[src/rtl/nn_result_writer_if.sv]
// Write-back handshake bundle between NN_top, nn_result_writer and BRAM_IF.
// master = result writer, slave = the producer/BRAM side driving it.
interface nn_result_writer_if #(
    parameter int unsigned DATA_BIT_NUM    = 32,
    parameter int unsigned OUTPUT_NODE_NUM = 10
);
    logic                                    nn_final_output_valid;
    logic [DATA_BIT_NUM*OUTPUT_NODE_NUM-1:0] nn_final_output_reg;
    logic [31:0]                             nn_wr_addr_start;
    logic                                    nn_start_write;
    logic [31:0]                             nn_bram_addr;
    logic [DATA_BIT_NUM-1:0]                 nn_bram_write_data;
    logic                                    bram_complete;
    logic                                    wb_busy;
    logic                                    wb_done;
    logic                                    wb_overrun;

    modport master (
        input  nn_final_output_valid, nn_final_output_reg, nn_wr_addr_start, bram_complete,
        output nn_start_write, nn_bram_addr, nn_bram_write_data, wb_busy, wb_done, wb_overrun
    );

    modport slave (
        output nn_final_output_valid, nn_final_output_reg, nn_wr_addr_start, bram_complete,
        input  nn_start_write, nn_bram_addr, nn_bram_write_data, wb_busy, wb_done, wb_overrun
    );
endinterface

[src/rtl/nn_result_writer.sv]
// Captures an NN result vector on a valid strobe and writes its words to BRAM one at a time
// through the BRAM_IF request/complete handshake, ascending address order.
module nn_result_writer #(
    parameter int unsigned DATA_BIT_NUM    = 32,
    parameter int unsigned OUTPUT_NODE_NUM = 10,
    parameter int unsigned ADDR_STRIDE     = 4
) (
    input logic             nn_clk,
    input logic             nn_rst_n,
    nn_result_writer_if.master wb
);
    localparam int unsigned IDX_W = (OUTPUT_NODE_NUM > 1) ? $clog2(OUTPUT_NODE_NUM) : 1;
    localparam int unsigned VEC_W = DATA_BIT_NUM * OUTPUT_NODE_NUM;
    localparam logic [IDX_W-1:0] LAST_IDX = IDX_W'(OUTPUT_NODE_NUM - 1);

    typedef enum logic [1:0] {StIdle, StReq, StGap, StDone} state_e;

    state_e                  state_q;
    logic [IDX_W-1:0]        idx_q;
    logic [VEC_W-1:0]        vec_q;
    logic [31:0]             addr_q;
    logic [DATA_BIT_NUM-1:0] data_q;
    logic                    start_q;
    logic                    busy_q;
    logic                    done_q;
    logic                    overrun_q;

    logic [IDX_W-1:0]        idx_nxt;
    logic [DATA_BIT_NUM-1:0] next_word;

    // Only consumed when idx_q != LAST_IDX, so the select stays in range whenever it matters.
    always_comb begin
        idx_nxt   = idx_q + 1'b1;
        next_word = vec_q[DATA_BIT_NUM*idx_nxt +: DATA_BIT_NUM];
    end

    always_ff @(posedge nn_clk or negedge nn_rst_n) begin
        if (!nn_rst_n) begin
            state_q   <= StIdle;
            idx_q     <= '0;
            vec_q     <= '0;
            addr_q    <= '0;
            data_q    <= '0;
            start_q   <= 1'b0;
            busy_q    <= 1'b0;
            done_q    <= 1'b0;
            overrun_q <= 1'b0;
        end else begin
            if (wb.nn_final_output_valid && (state_q != StIdle)) begin
                overrun_q <= 1'b1;
            end
            unique case (state_q)
                StIdle: begin
                    if (wb.nn_final_output_valid) begin
                        vec_q   <= wb.nn_final_output_reg;
                        addr_q  <= wb.nn_wr_addr_start;
                        data_q  <= wb.nn_final_output_reg[DATA_BIT_NUM-1:0];
                        idx_q   <= '0;
                        busy_q  <= 1'b1;
                        start_q <= 1'b1;
                        state_q <= StReq;
                    end
                end
                StReq: begin
                    if (wb.bram_complete) begin
                        start_q <= 1'b0;
                        if (idx_q == LAST_IDX) begin
                            done_q  <= 1'b1;
                            state_q <= StDone;
                        end else begin
                            // Running address wraps modulo 2^32 like base + index*stride.
                            idx_q   <= idx_nxt;
                            addr_q  <= addr_q + 32'(ADDR_STRIDE);
                            data_q  <= next_word;
                            state_q <= StGap;
                        end
                    end
                end
                StGap: begin
                    start_q <= 1'b1;
                    state_q <= StReq;
                end
                StDone: begin
                    done_q  <= 1'b0;
                    busy_q  <= 1'b0;
                    state_q <= StIdle;
                end
                default: state_q <= StIdle;
            endcase
        end
    end

    assign wb.nn_start_write     = start_q;
    assign wb.nn_bram_addr       = addr_q;
    assign wb.nn_bram_write_data = data_q;
    assign wb.wb_busy            = busy_q;
    assign wb.wb_done            = done_q;
    assign wb.wb_overrun         = overrun_q;
endmodule

[src/flat_wrapper.sv]
// flat-port wrapper written by rule: the top's interface ports become plain ports
module nn_result_writer_flat 
#(
    parameter int unsigned DATA_BIT_NUM    = 32,
    parameter int unsigned OUTPUT_NODE_NUM = 10,
    parameter int unsigned ADDR_STRIDE     = 4
)
  (nn_clk, nn_rst_n, wb_nn_final_output_valid, wb_nn_final_output_reg, wb_nn_wr_addr_start, wb_bram_complete, wb_nn_start_write, wb_nn_bram_addr, wb_nn_bram_write_data, wb_wb_busy, wb_wb_done, wb_wb_overrun);
  nn_result_writer_if #(.DATA_BIT_NUM(DATA_BIT_NUM), .OUTPUT_NODE_NUM(OUTPUT_NODE_NUM)) wb_i ();
  input logic nn_clk;
  input logic nn_rst_n;
  input wire logic [$bits(wb_i.nn_final_output_valid)-1:0] wb_nn_final_output_valid;
  input wire logic [$bits(wb_i.nn_final_output_reg)-1:0] wb_nn_final_output_reg;
  input wire logic [$bits(wb_i.nn_wr_addr_start)-1:0] wb_nn_wr_addr_start;
  input wire logic [$bits(wb_i.bram_complete)-1:0] wb_bram_complete;
  output wire logic [$bits(wb_i.nn_start_write)-1:0] wb_nn_start_write;
  output wire logic [$bits(wb_i.nn_bram_addr)-1:0] wb_nn_bram_addr;
  output wire logic [$bits(wb_i.nn_bram_write_data)-1:0] wb_nn_bram_write_data;
  output wire logic [$bits(wb_i.wb_busy)-1:0] wb_wb_busy;
  output wire logic [$bits(wb_i.wb_done)-1:0] wb_wb_done;
  output wire logic [$bits(wb_i.wb_overrun)-1:0] wb_wb_overrun;
  assign wb_i.nn_final_output_valid = wb_nn_final_output_valid;
  assign wb_i.nn_final_output_reg = wb_nn_final_output_reg;
  assign wb_i.nn_wr_addr_start = wb_nn_wr_addr_start;
  assign wb_i.bram_complete = wb_bram_complete;
  assign wb_nn_start_write = wb_i.nn_start_write;
  assign wb_nn_bram_addr = wb_i.nn_bram_addr;
  assign wb_nn_bram_write_data = wb_i.nn_bram_write_data;
  assign wb_wb_busy = wb_i.wb_busy;
  assign wb_wb_done = wb_i.wb_done;
  assign wb_wb_overrun = wb_i.wb_overrun;
  nn_result_writer #(.DATA_BIT_NUM(DATA_BIT_NUM), .OUTPUT_NODE_NUM(OUTPUT_NODE_NUM), .ADDR_STRIDE(ADDR_STRIDE)) u_core (.nn_clk(nn_clk), .nn_rst_n(nn_rst_n), .wb(wb_i));
endmodule
[config.mk]
export PLATFORM = sky130hd
export DESIGN_NAME = nn_result_writer_flat
export DESIGN_NICKNAME = d
export VERILOG_FILES = /design/src/rtl/nn_result_writer_if.sv /design/src/rtl/nn_result_writer.sv /design/src/flat_wrapper.sv
export SDC_FILE = /design/constraint.sdc
export NUM_CORES = 1
export LEC_CHECK = 0
export BUFFER_PORTS_ARGS = -buffer_cell sky130_fd_sc_hd__buf_2
export CAP_MARGIN = 40
export CORE_MARGIN = 2
export CORE_UTILIZATION = 59
export DETAILED_ROUTE_END_ITERATION = 10
export PLACE_DENSITY = 0.86
export REMOVE_ABC_BUFFERS = 1
export SLEW_MARGIN = 10
export SYNTH_ARGS = -nofsm -noshare
export SYNTH_HDL_FRONTEND = slang
export SYNTH_SLANG_ARGS = --single-unit
[constraint.sdc]
create_clock -name nn_clk -period 3.3 [get_ports nn_clk]
set_input_delay 0 -clock nn_clk [delete_from_list [all_inputs] [get_ports nn_clk]]
set_output_delay 0 -clock nn_clk [all_outputs]
set_load 0.03 [all_outputs]
**Word level (Yosys, flattened, before mapping)**

Cells that the tools add are included.
Widths: inputs -> output; s select.

- $add $sub $neg: 2
- Eq/ne operators: 8
- Shift-type cells: 1
- Mux-type cells: 23
- Reduce and logical (&&, ||, !) cells: 13

Operators by type and width:

| operator | count |
|---|---|
| $shiftx 320x10->32 | 1 |
| $mux 32 | 6 |
| $pmux 32 s2 | 2 |
| $add 32x3->32 const B | 1 |
| $mux 4 | 3 |
| $pmux 2 s4 | 1 |
| $pmux 4 s2 | 1 |
| $reduce_bool 2->1 | 4 |
| $ne 2x2->1 const B | 3 |
| $reduce_and 2->1 | 3 |
| $reduce_and 3->1 | 2 |
| $mux 1 | 5 |
| $add 4x1->4 const B | 1 |
| $eq 2x2->1 const B | 2 |
| $eq 4x4->1 const B | 1 |
| $mux 2 | 2 |
| $pmux 1 s2 | 2 |
| $reduce_and 4->1 | 1 |
| $pmux 1 s3 | 1 |
| $reduce_bool 3->1 | 1 |
| $eq 2x1->1 const B | 1 |
| $logic_not 2->1 | 1 |
| $ne 2x1->1 const B | 1 |
| $logic_and 1x1->1 | 1 |

- Bits in registers: 394
- Input port bits: 356

**Depth between registers and ports, before layout**

Gate-level depths: netlist of run 1.

- Depth after elaboration: 5
- Depth in mapped cells: 10

**Worst setup path after synthesis of run 1**

Ideal clock, no wire load.

- Kind: reg-to-reg
- Start point: register u_core.idx_q[1]
- End point: register u_core.data_q[10] (netlist: u_core.wb.nn_bram_write_data[10])
- Library setup time: 0.129 ns
- Data arrival time: 2.084 ns
- Required time: 3.171 ns
- Slack: 1.087 ns
- Stages on the path, launching flop included: 9
- Buffers on the path: 2
- Period minus slack after synthesis: 2.213 ns
- Path through: dfrtp_1 -> inv_1 -> ha_1 -> clkbuf_1 -> clkbuf_1 -> mux4_2 -> mux2_2 -> nand2_1 -> a21oi_1

- Word-level cells in the longest chain between the ends: 5
- Elaborated cells between the ends (all ways): 8
- Classes of those cells: add/sub (1); eq/ne (2); shift (1); mux (3); reduce/logical (1)

RTL lines:

| what | RTL line | RTL |
|---|---|---|
| start: declaration | nn_result_writer.sv:19 | `logic [IDX_W-1:0] idx_q;` |
| start signal: assignment | nn_result_writer.sv:72 | `idx_q <= idx_nxt;` |
| $add 4x1->4 | nn_result_writer.sv:33 | `idx_nxt = idx_q + 1'b1;` |
| $shiftx 320x10->32 | nn_result_writer.sv:34 | `next_word = vec_q[DATA_BIT_NUM*idx_nxt +: DATA_BIT_NUM];` |
| $mux 32 | nn_result_writer.sv:67 | `if (idx_q == LAST_IDX) begin` |
| $mux 32 | nn_result_writer.sv:65 | `if (wb.bram_complete) begin` |
| $pmux 32 s2 | nn_result_writer.sv:52 | `unique case (state_q)` |
| end signal: assignment | nn_result_writer.sv:57 | `data_q <= wb.nn_final_output_reg[DATA_BIT_NUM-1:0];` |
| end signal: assignment | nn_result_writer.sv:74 | `data_q <= next_word;` |
| end: declaration | nn_result_writer.sv:22 | `logic [DATA_BIT_NUM-1:0] data_q;` |

Several ways; a longest one is shown, not always the timed one. The select of a mux whose other input is x is not followed.
A chain may end at the register's enable or synchronous reset.

**Final worst setup path of run 1**

- Start point: register u_core.idx_q[1]
- End point: register u_core.data_q[21] (netlist: u_core.wb.nn_bram_write_data[21])

The elaborated chain is that of the path after synthesis.

==> impl_metrics.csv, run 1 <==
group,metric,value,unit
run_status,status,"completed",
critical_path,end_kind,"flop",
layout,multi_input_area,7800,sq um
power_and_ir_drop,p_clk_frac,0.194,
synth,ys.flop_type,"dfrtp_1",
route,via_per_inst,6.26,
die,dieArea,32300,sq um
synth,synthCells,1972,
power_and_ir_drop,pwr-share-seq,0.354,
clock_network,worstSkewPairLatency,0.55,ns
timing,tightest_slew,0.840,ns
layout,finalInstanceArea,25800,sq um
critical_path,cp_max_fo,46,
placed_design,dp_hpwl,35200,um
route,post_drt_wl_per_cell,23.6,um
power_and_ir_drop,p_per_area,1000,nW/um^2
timing,setup_viol,0,
clock_network,cts_inserted_buffers,41,
route,drt_wl_total,74500,um
layout,regArea,9860,sq um
timing,rsz0062_at_grt,"no",
die,die_x,180,um
synth,netlist_area,18200,sq um
layout,final_core_util,0.845,
critical_path,slowest_stage,"buf_4",
clock_network,cts_sinks,394,
timing,finalHoldViolations,0,
route,vias,19700,
grt,overflow,0,
power_and_ir_drop,leakagePower,12.9,nW
power_and_ir_drop,combPwrFrac,0.453,
placed_design,numPortBuffers,423,
layout,area_delta_synth_final,41.6,%
critical_path,cp.required,3.73,ns
placed_design,place_area,20700,sq um
grt,grtUsageTotal,0.462,
synth,avgSynthCellArea,9.23,sq um
clock_network,cts_resized,0,
synth,synthTopCellsByArea,"dfrtp_1, nand2_1, mux4_2, mux2_2, buf_2",
layout,drive_gt1_frac,0.243,
route,ant_nets,0,
clock_network,cts.root.buffer_cell,"clkbuf_16",
grt,grt_max_degree,119,
power_and_ir_drop,p_int,14.7,mW
die,ios,424,
timing,fmax,351,MHz
timing,finClkSkew,0.0274,ns
clock_network,cts_hold_buf,356,
timing,relSlewSlack,0.440,
critical_path,cp_num_buf_inv,3,
power_and_ir_drop,total_power,25.8,mW
critical_path,crit_family,"buffers and inverters",
timing,finalMaxSlewViolations,0,
synth,synth_top_area_share,0.542,
route,first_pass_iters,8,
synth,synthDistinctLibCells,45,
layout,fillers,1477,
timing,period_share,0.862,
grt,antenna_found_initial,20,
clock_network,clk_pin_slew,0.06,ns
die,die_y,180,um
power_and_ir_drop,vdd_drop_max,0.614,mV
flow_run,cap_violations,0,
critical_path,max_stage_delay,0.51,ns
synth,yosysSeqAreaShare,0.542,
critical_path,crit_path_start_kind,"flop",
timing,hold_ws,0.0993,ns
layout,fin_nets,3062,
clock_network,cts_max_level,2,
clock_network,clk_path_buf_depth,3,
synth,ys_ff_latch,394,
clock_network,cts_tree,"yes",
route,drcViolationCount,0,
critical_path,critPathKind,"flop to flop",
critical_path,path_common_cell,"buf_4",
synth,yosys.area.top_type,"dfrtp_1",
critical_path,cp_data_arrival_time,3.27,ns
timing,fin_crit,2.85,ns
synth,synthesis.yosys.warnings,0,
synth,synth-edff-count,0,
placed_design,gp_congestion,0.884,
power_and_ir_drop,switchingPower,11.1,mW
critical_path,crit_chain,"inv_1 -> ha_4 -> and3b_1 -> a211oi_4 -> buf_4 -> buf_4 -> nor2_1 -> a21oi_1",
route,drt_iter0_markers,2446,
power_and_ir_drop,switching_share,0.431,
clock_network,post-cts-setup-buffers,0,
synth,async_flop_share,1.00,
die,core_area,30500,sq um
worst_hold_path,min_path_type,"input port to async pin",
grt,grt_pass1_wl,115000,um
grt,grt_pass1_vias,20900,
die,start_util,0.596,
die,rows,64,
[metrics by stage]
stage                     TNS [ns]  instances  worst slack, ns
after floorplan           -3736.19       1846           -10.72
after global placement           0       2700            0.639
after detailed placement         0       2700            0.645
after CTS                        0       3131            0.599
after global routing             0       3144            0.382
final                            0       3150            0.455
[sequential cells by signal, indices dropped and copies added (netlist names)]
signal                        cells
u_core.wb.wb_busy                 1
u_core.wb.nn_bram_addr           32
u_core.idx_q                      4
u_core.vec_q                    320
u_core.wb.wb_overrun              1
u_core.wb.wb_done                 1
u_core.wb.nn_bram_write_data     32
u_core.state_q                    2
u_core.wb.nn_start_write          1
[worst paths after layout]
check | from | end | slack, ns | depth (start not counted)
setup / recovery | u_core.idx_q[1] | u_core.wb.nn_bram_write_data[21] | 0.45 | 8
hold / removal | nn_rst_n | u_core.wb.nn_bram_addr[29] | 0.1 | 2
setup reg to reg | u_core.idx_q[1] | u_core.wb.nn_bram_write_data[21] | 0.45 | 8
hold reg to reg | u_core.vec_q[129] | u_core.vec_q[129] | 0.47 | 2
max in group asynchronous | nn_rst_n | u_core.vec_q[109] | 2.22 | 3
min in group nn_clk | wb_nn_final_output_reg[195] | u_core.vec_q[195] | 0.19 | 4
[per-layer routing]
layer | part of all wire | track usage
met3 | 0.12 | 0.166
met4 | 0.10 | 0.377
met2 | 0.46 | 0.726
met1 | 0.31 | 0.506
met5 | 0.00055 | 0
[power by group through the flow]
stage	combinational, mW	sequential [mW]	clock, mW
finish	11.7	9.11	4.99
global route	12.5	9.22	5.19
global placement	9.93	8.61	0
detailed placement	10.3	8.75	0
floorplan	6.45	9.18	0
CTS	10.8	8.74	4.92
[cell type report]
type                    count  area share
multi-input cells        1443       0.303
inverters                   9     0.00131
clock buffers              59      0.0467
diodes                     19     0.00185
clock inverters            16     0.00898
well taps                 396      0.0192
flip-flops and latches    394       0.383
repair buffers            814       0.236
[kinds of logic (layout without fill, tap and decap cells)]
group	count (synthesis)	in the layout	synth area share
mux	130	130	0.120
flops	394	394	0.542
buf+inv	135	898	0.0334
simple gates	1137	1137	0.242
compound gates	171	171	0.0596
fa+ha+maj	3	3	0.00206
xor+xnor	2	2	0.000963
other cells	0	19	0
[synthesized netlist by cell type, types with 2 or more instances]
master	count
nor3_1	7
nor4_1	3
o31ai_1	2
a311oi_1	5
a221oi_1	29
o32ai_1	6
a211o_1	2
nor2_1	52
dfrtp_1	394
mux4_2	64
buf_1	4
nand4_1	6
nand2b_1	3
or3_1	7
and3b_1	2
o221ai_1	3
mux2_2	64
inv_1	9
mux2i_1	2
o22ai_1	15
ha_1	3
a211oi_1	2
o21ai_0	26
xor2_1	2
nand2_1	1027
and3_1	6
clkbuf_1	41
a31oi_1	2
or4_1	2
buf_2	81
a21oi_1	71
and4_1	3
nand3_1	15
[cell usage in the layout, fill, tap and decap left out, types with 3 or more instances in the layout]
cell           Yosys  final
clkinv_2           0      7
or3_1              7      7
diode_2            0     19
nor3_1             7      7
clkbuf_16          0     41
nand2_1         1027   1027
mux4_2            64     64
clkbuf_1          41      7
a21oi_1           71     71
o32ai_1            6      6
bufinv_16          0      5
a311oi_1           5      5
a221oi_1          29     29
buf_4              0     24
inv_1              9      9
nand4_1            6      6
and4_1             3      3
clkbuf_8           0     11
nand2b_1           3      3
buf_12             0     11
nand3_1           15     15
o22ai_1           15     15
dlygate4sd3_1      0    356
nor2_1            52     51
o21ai_0           26     26
and3_1             6      6
nor4_1             3      3
mux2_2            64     64
o221ai_1           3      3
dfrtp_1          394    393
buf_2             81    422
No activity file was read; power rests on OpenSTA's default activity.
==> run 2, diff against run 1 <==
--- a/config.mk
+++ b/config.mk
@@ -5,12 +5,12 @@
 export SDC_FILE = /design/constraint.sdc
 export NUM_CORES = 1
 export LEC_CHECK = 0
-export BUFFER_PORTS_ARGS = -buffer_cell sky130_fd_sc_hd__buf_2
 export CAP_MARGIN = 40
 export CORE_MARGIN = 2
-export CORE_UTILIZATION = 59
+export CORE_UTILIZATION = 60
 export DETAILED_ROUTE_END_ITERATION = 10
-export PLACE_DENSITY = 0.86
+export DONT_BUFFER_PORTS = 1
+export PLACE_DENSITY = 0.76
 export REMOVE_ABC_BUFFERS = 1
 export SLEW_MARGIN = 10
 export SYNTH_ARGS = -nofsm -noshare
==> run 2 against run 1 <==
The flow now finishes with violations (negative hold slack). Sequential power is 7.8% higher. Hold slack worse by 0.94 ns. Critical path depth is 1 higher. Largest cell class unchanged. Combinational power is 18% lower.
==> impl_metrics.csv, run 2 (synthesis gave the netlist of run 1 again) <==
group,metric,value,unit
die,dieArea,31700,sq um
timing,finalHoldViolations,394,
grt,antenna_found_initial,9,
grt,overflow,0,
route,post_drt_wl_per_cell,22.1,um
route,drt_wl_total,59600,um
run_status,failed_checks,"negative hold slack",
clock_network,cts_resized,0,
placed_design,gp_congestion,0.865,
critical_path,crit_family,"buffers and inverters",
critical_path,crit_chain,"inv_1 -> ha_4 -> and3b_1 -> a211oi_4 -> nand2_8 -> buf_4 -> nor2_1 -> nor2_1 -> dlygate4sd3_1",
worst_hold_path,min_path_type,"input port to async pin",
die,rows,63,
placed_design,placedCellCount,2261,
clock_network,clk_path_buf_depth,3,
critical_path,end_kind,"flop",
critical_path,cp_num_buf_inv,3,
critical_path,cp_max_fo,73,
critical_path,cp.required,3.73,ns
clock_network,cts_max_level,2,
critical_path,worst-path-stages,9,
timing,period_share,0.878,
layout,finalInstanceArea,23400,sq um
layout,top_register,"u_core.vec_q",
layout,final_common_cell,"nand2_1",
placed_design,numPortBuffers,0,
critical_path,reg2reg_depth,9,
die,die_x,178,um
flow_run,cap_violations,0,
clock_network,cts_sinks,394,
grt,grtUsageTotal,0.378,
route,drt_iter0_markers,1827,
layout,fin_cells,2700,
run_status,status,"complete, but fails checks",
die,ios,424,
timing,fin_crit,2.90,ns
timing,fmax,345,MHz
placed_design,pre_cts_ws,0.565,ns
placed_design,place_area,18500,sq um
timing,setup_viol,0,
die,die_y,178,um
layout,final_core_util,0.788,
route,drcViolationCount,0,
layout,drive_gt1_frac,0.0961,
critical_path,slowest_stage,"dlygate4sd3_1",
layout,area_delta_synth_final,28.8,%
critical_path,path_common_cell,"nor2_1",
timing,finClkSkew,0.0245,ns
timing,hold_ws,-0.840,ns
power_and_ir_drop,vdd_drop_max,0.671,mV
placed_design,dp_hpwl,31000,um
critical_path,critPathKind,"flop to flop",
timing,setup_ws,0.402,ns
power_and_ir_drop,leakagePower,11.2,nW
timing,tightest_slew,0.903,ns
die,core_area,29700,sq um
clock_network,worstSkewPairLatency,0.54,ns
timing,relSlewSlack,0.398,
route,vias,16500,
clock_network,cts_inserted_buffers,42,
layout,largest_register_ffs,320,
critical_path,max_stage_delay,0.55,ns
critical_path,crit_path_start_kind,"flop",
route,first_pass_iters,8,
layout,mostFrequentLayoutCells,"nand2_1, dfrtp_1, dlygate4sd3_1, a21oi_1",
grt,grt_pass1_wl,92500,um
route,ant_nets,0,
timing,rsz0062_at_grt,"no",
clock_network,cts_hold_buf,355,
route,via_per_inst,6.12,
clock_network,clk_pin_slew,0.07,ns
power_and_ir_drop,p_per_area,1030,nW/um^2
timing,finalMaxSlewViolations,0,
clock_network,cts_tree,"yes",
clock_network,post-cts-setup-buffers,0,
die,start_util,0.612,
critical_path,cp_data_arrival_time,3.32,ns
clock_network,cts.root.buffer_cell,"clkbuf_16",
grt,grt_pass1_vias,17600,
layout,fin_nets,2629,
grt,grt_max_degree,395,
[run 2: changes by cell type in the layout (fill, tap and decap cells not counted), moves of 2 or more]
| cell | delta |
|---|---|
| buf_12 | -3 |
| clkinv_2 | -6 |
| clkbuf_1 | +8 |
| bufinv_16 | -2 |
| buf_4 | -7 |
| diode_2 | -8 |
| buf_2 | -422 |
| clkbuf_16 | +2 |
[run 2: final timing paths]
path,start,to,slack (ns)
min in group nn_clk,wb_nn_final_output_reg[176],u_core.vec_q[176],0.11
min reg2reg,u_core.vec_q[139],u_core.vec_q[139],0.47
max in group asynchronous,nn_rst_n,u_core.wb.nn_bram_addr[9],3.58
min,nn_rst_n,u_core.vec_q[141],-0.84
max reg2reg,u_core.idx_q[1],u_core.wb.nn_bram_addr[10],0.40
max,u_core.idx_q[1],u_core.wb.nn_bram_addr[10],0.40
[run 2: stage by stage]
stage	hold slack [ns]	TNS [ns]	power (mW)
4_1_cts	-0.847	0	23.5
3_3_place_gp	-0.286	0	17.9
3_5_place_dp	-0.286	0	18.3
6_report	-0.840	0	24.2
2_1_floorplan	-0.296	-3736.19	15.6
5_1_grt	-0.864	0	25.6
[run 2: layer usage]
metal / track usage / vias to the layer above / part of all wire
met1: 0.443 / 8006 / 0.35
met5: 0 / - / 0
met4: 0.225 / 0 / 0.062
li1: - / 7100 / -
met2: 0.631 / 1113 / 0.50
met3: 0.0985 / 317 / 0.092
[run 2: area by class of cell]
cell class              instances  area (sq um)
flip-flops and latches        394          9860
clock buffers                  68          1270
clock inverters                 5           104
inverters                       9          33.8
well taps                     390           488
fillers                      1656          6290
multi-input cells            1443          7800
diodes                         11          27.5
repair buffers                380          3840
[run 2: report_power, final]
group / total, mW / switching, mW / internal (mW)
sequential: 9.82 / 2.64 / 7.19
clock: 4.80 / 1.95 / 2.86
combinational: 9.60 / 5.51 / 4.08
total: 24.2 / 10.1 / 14.1
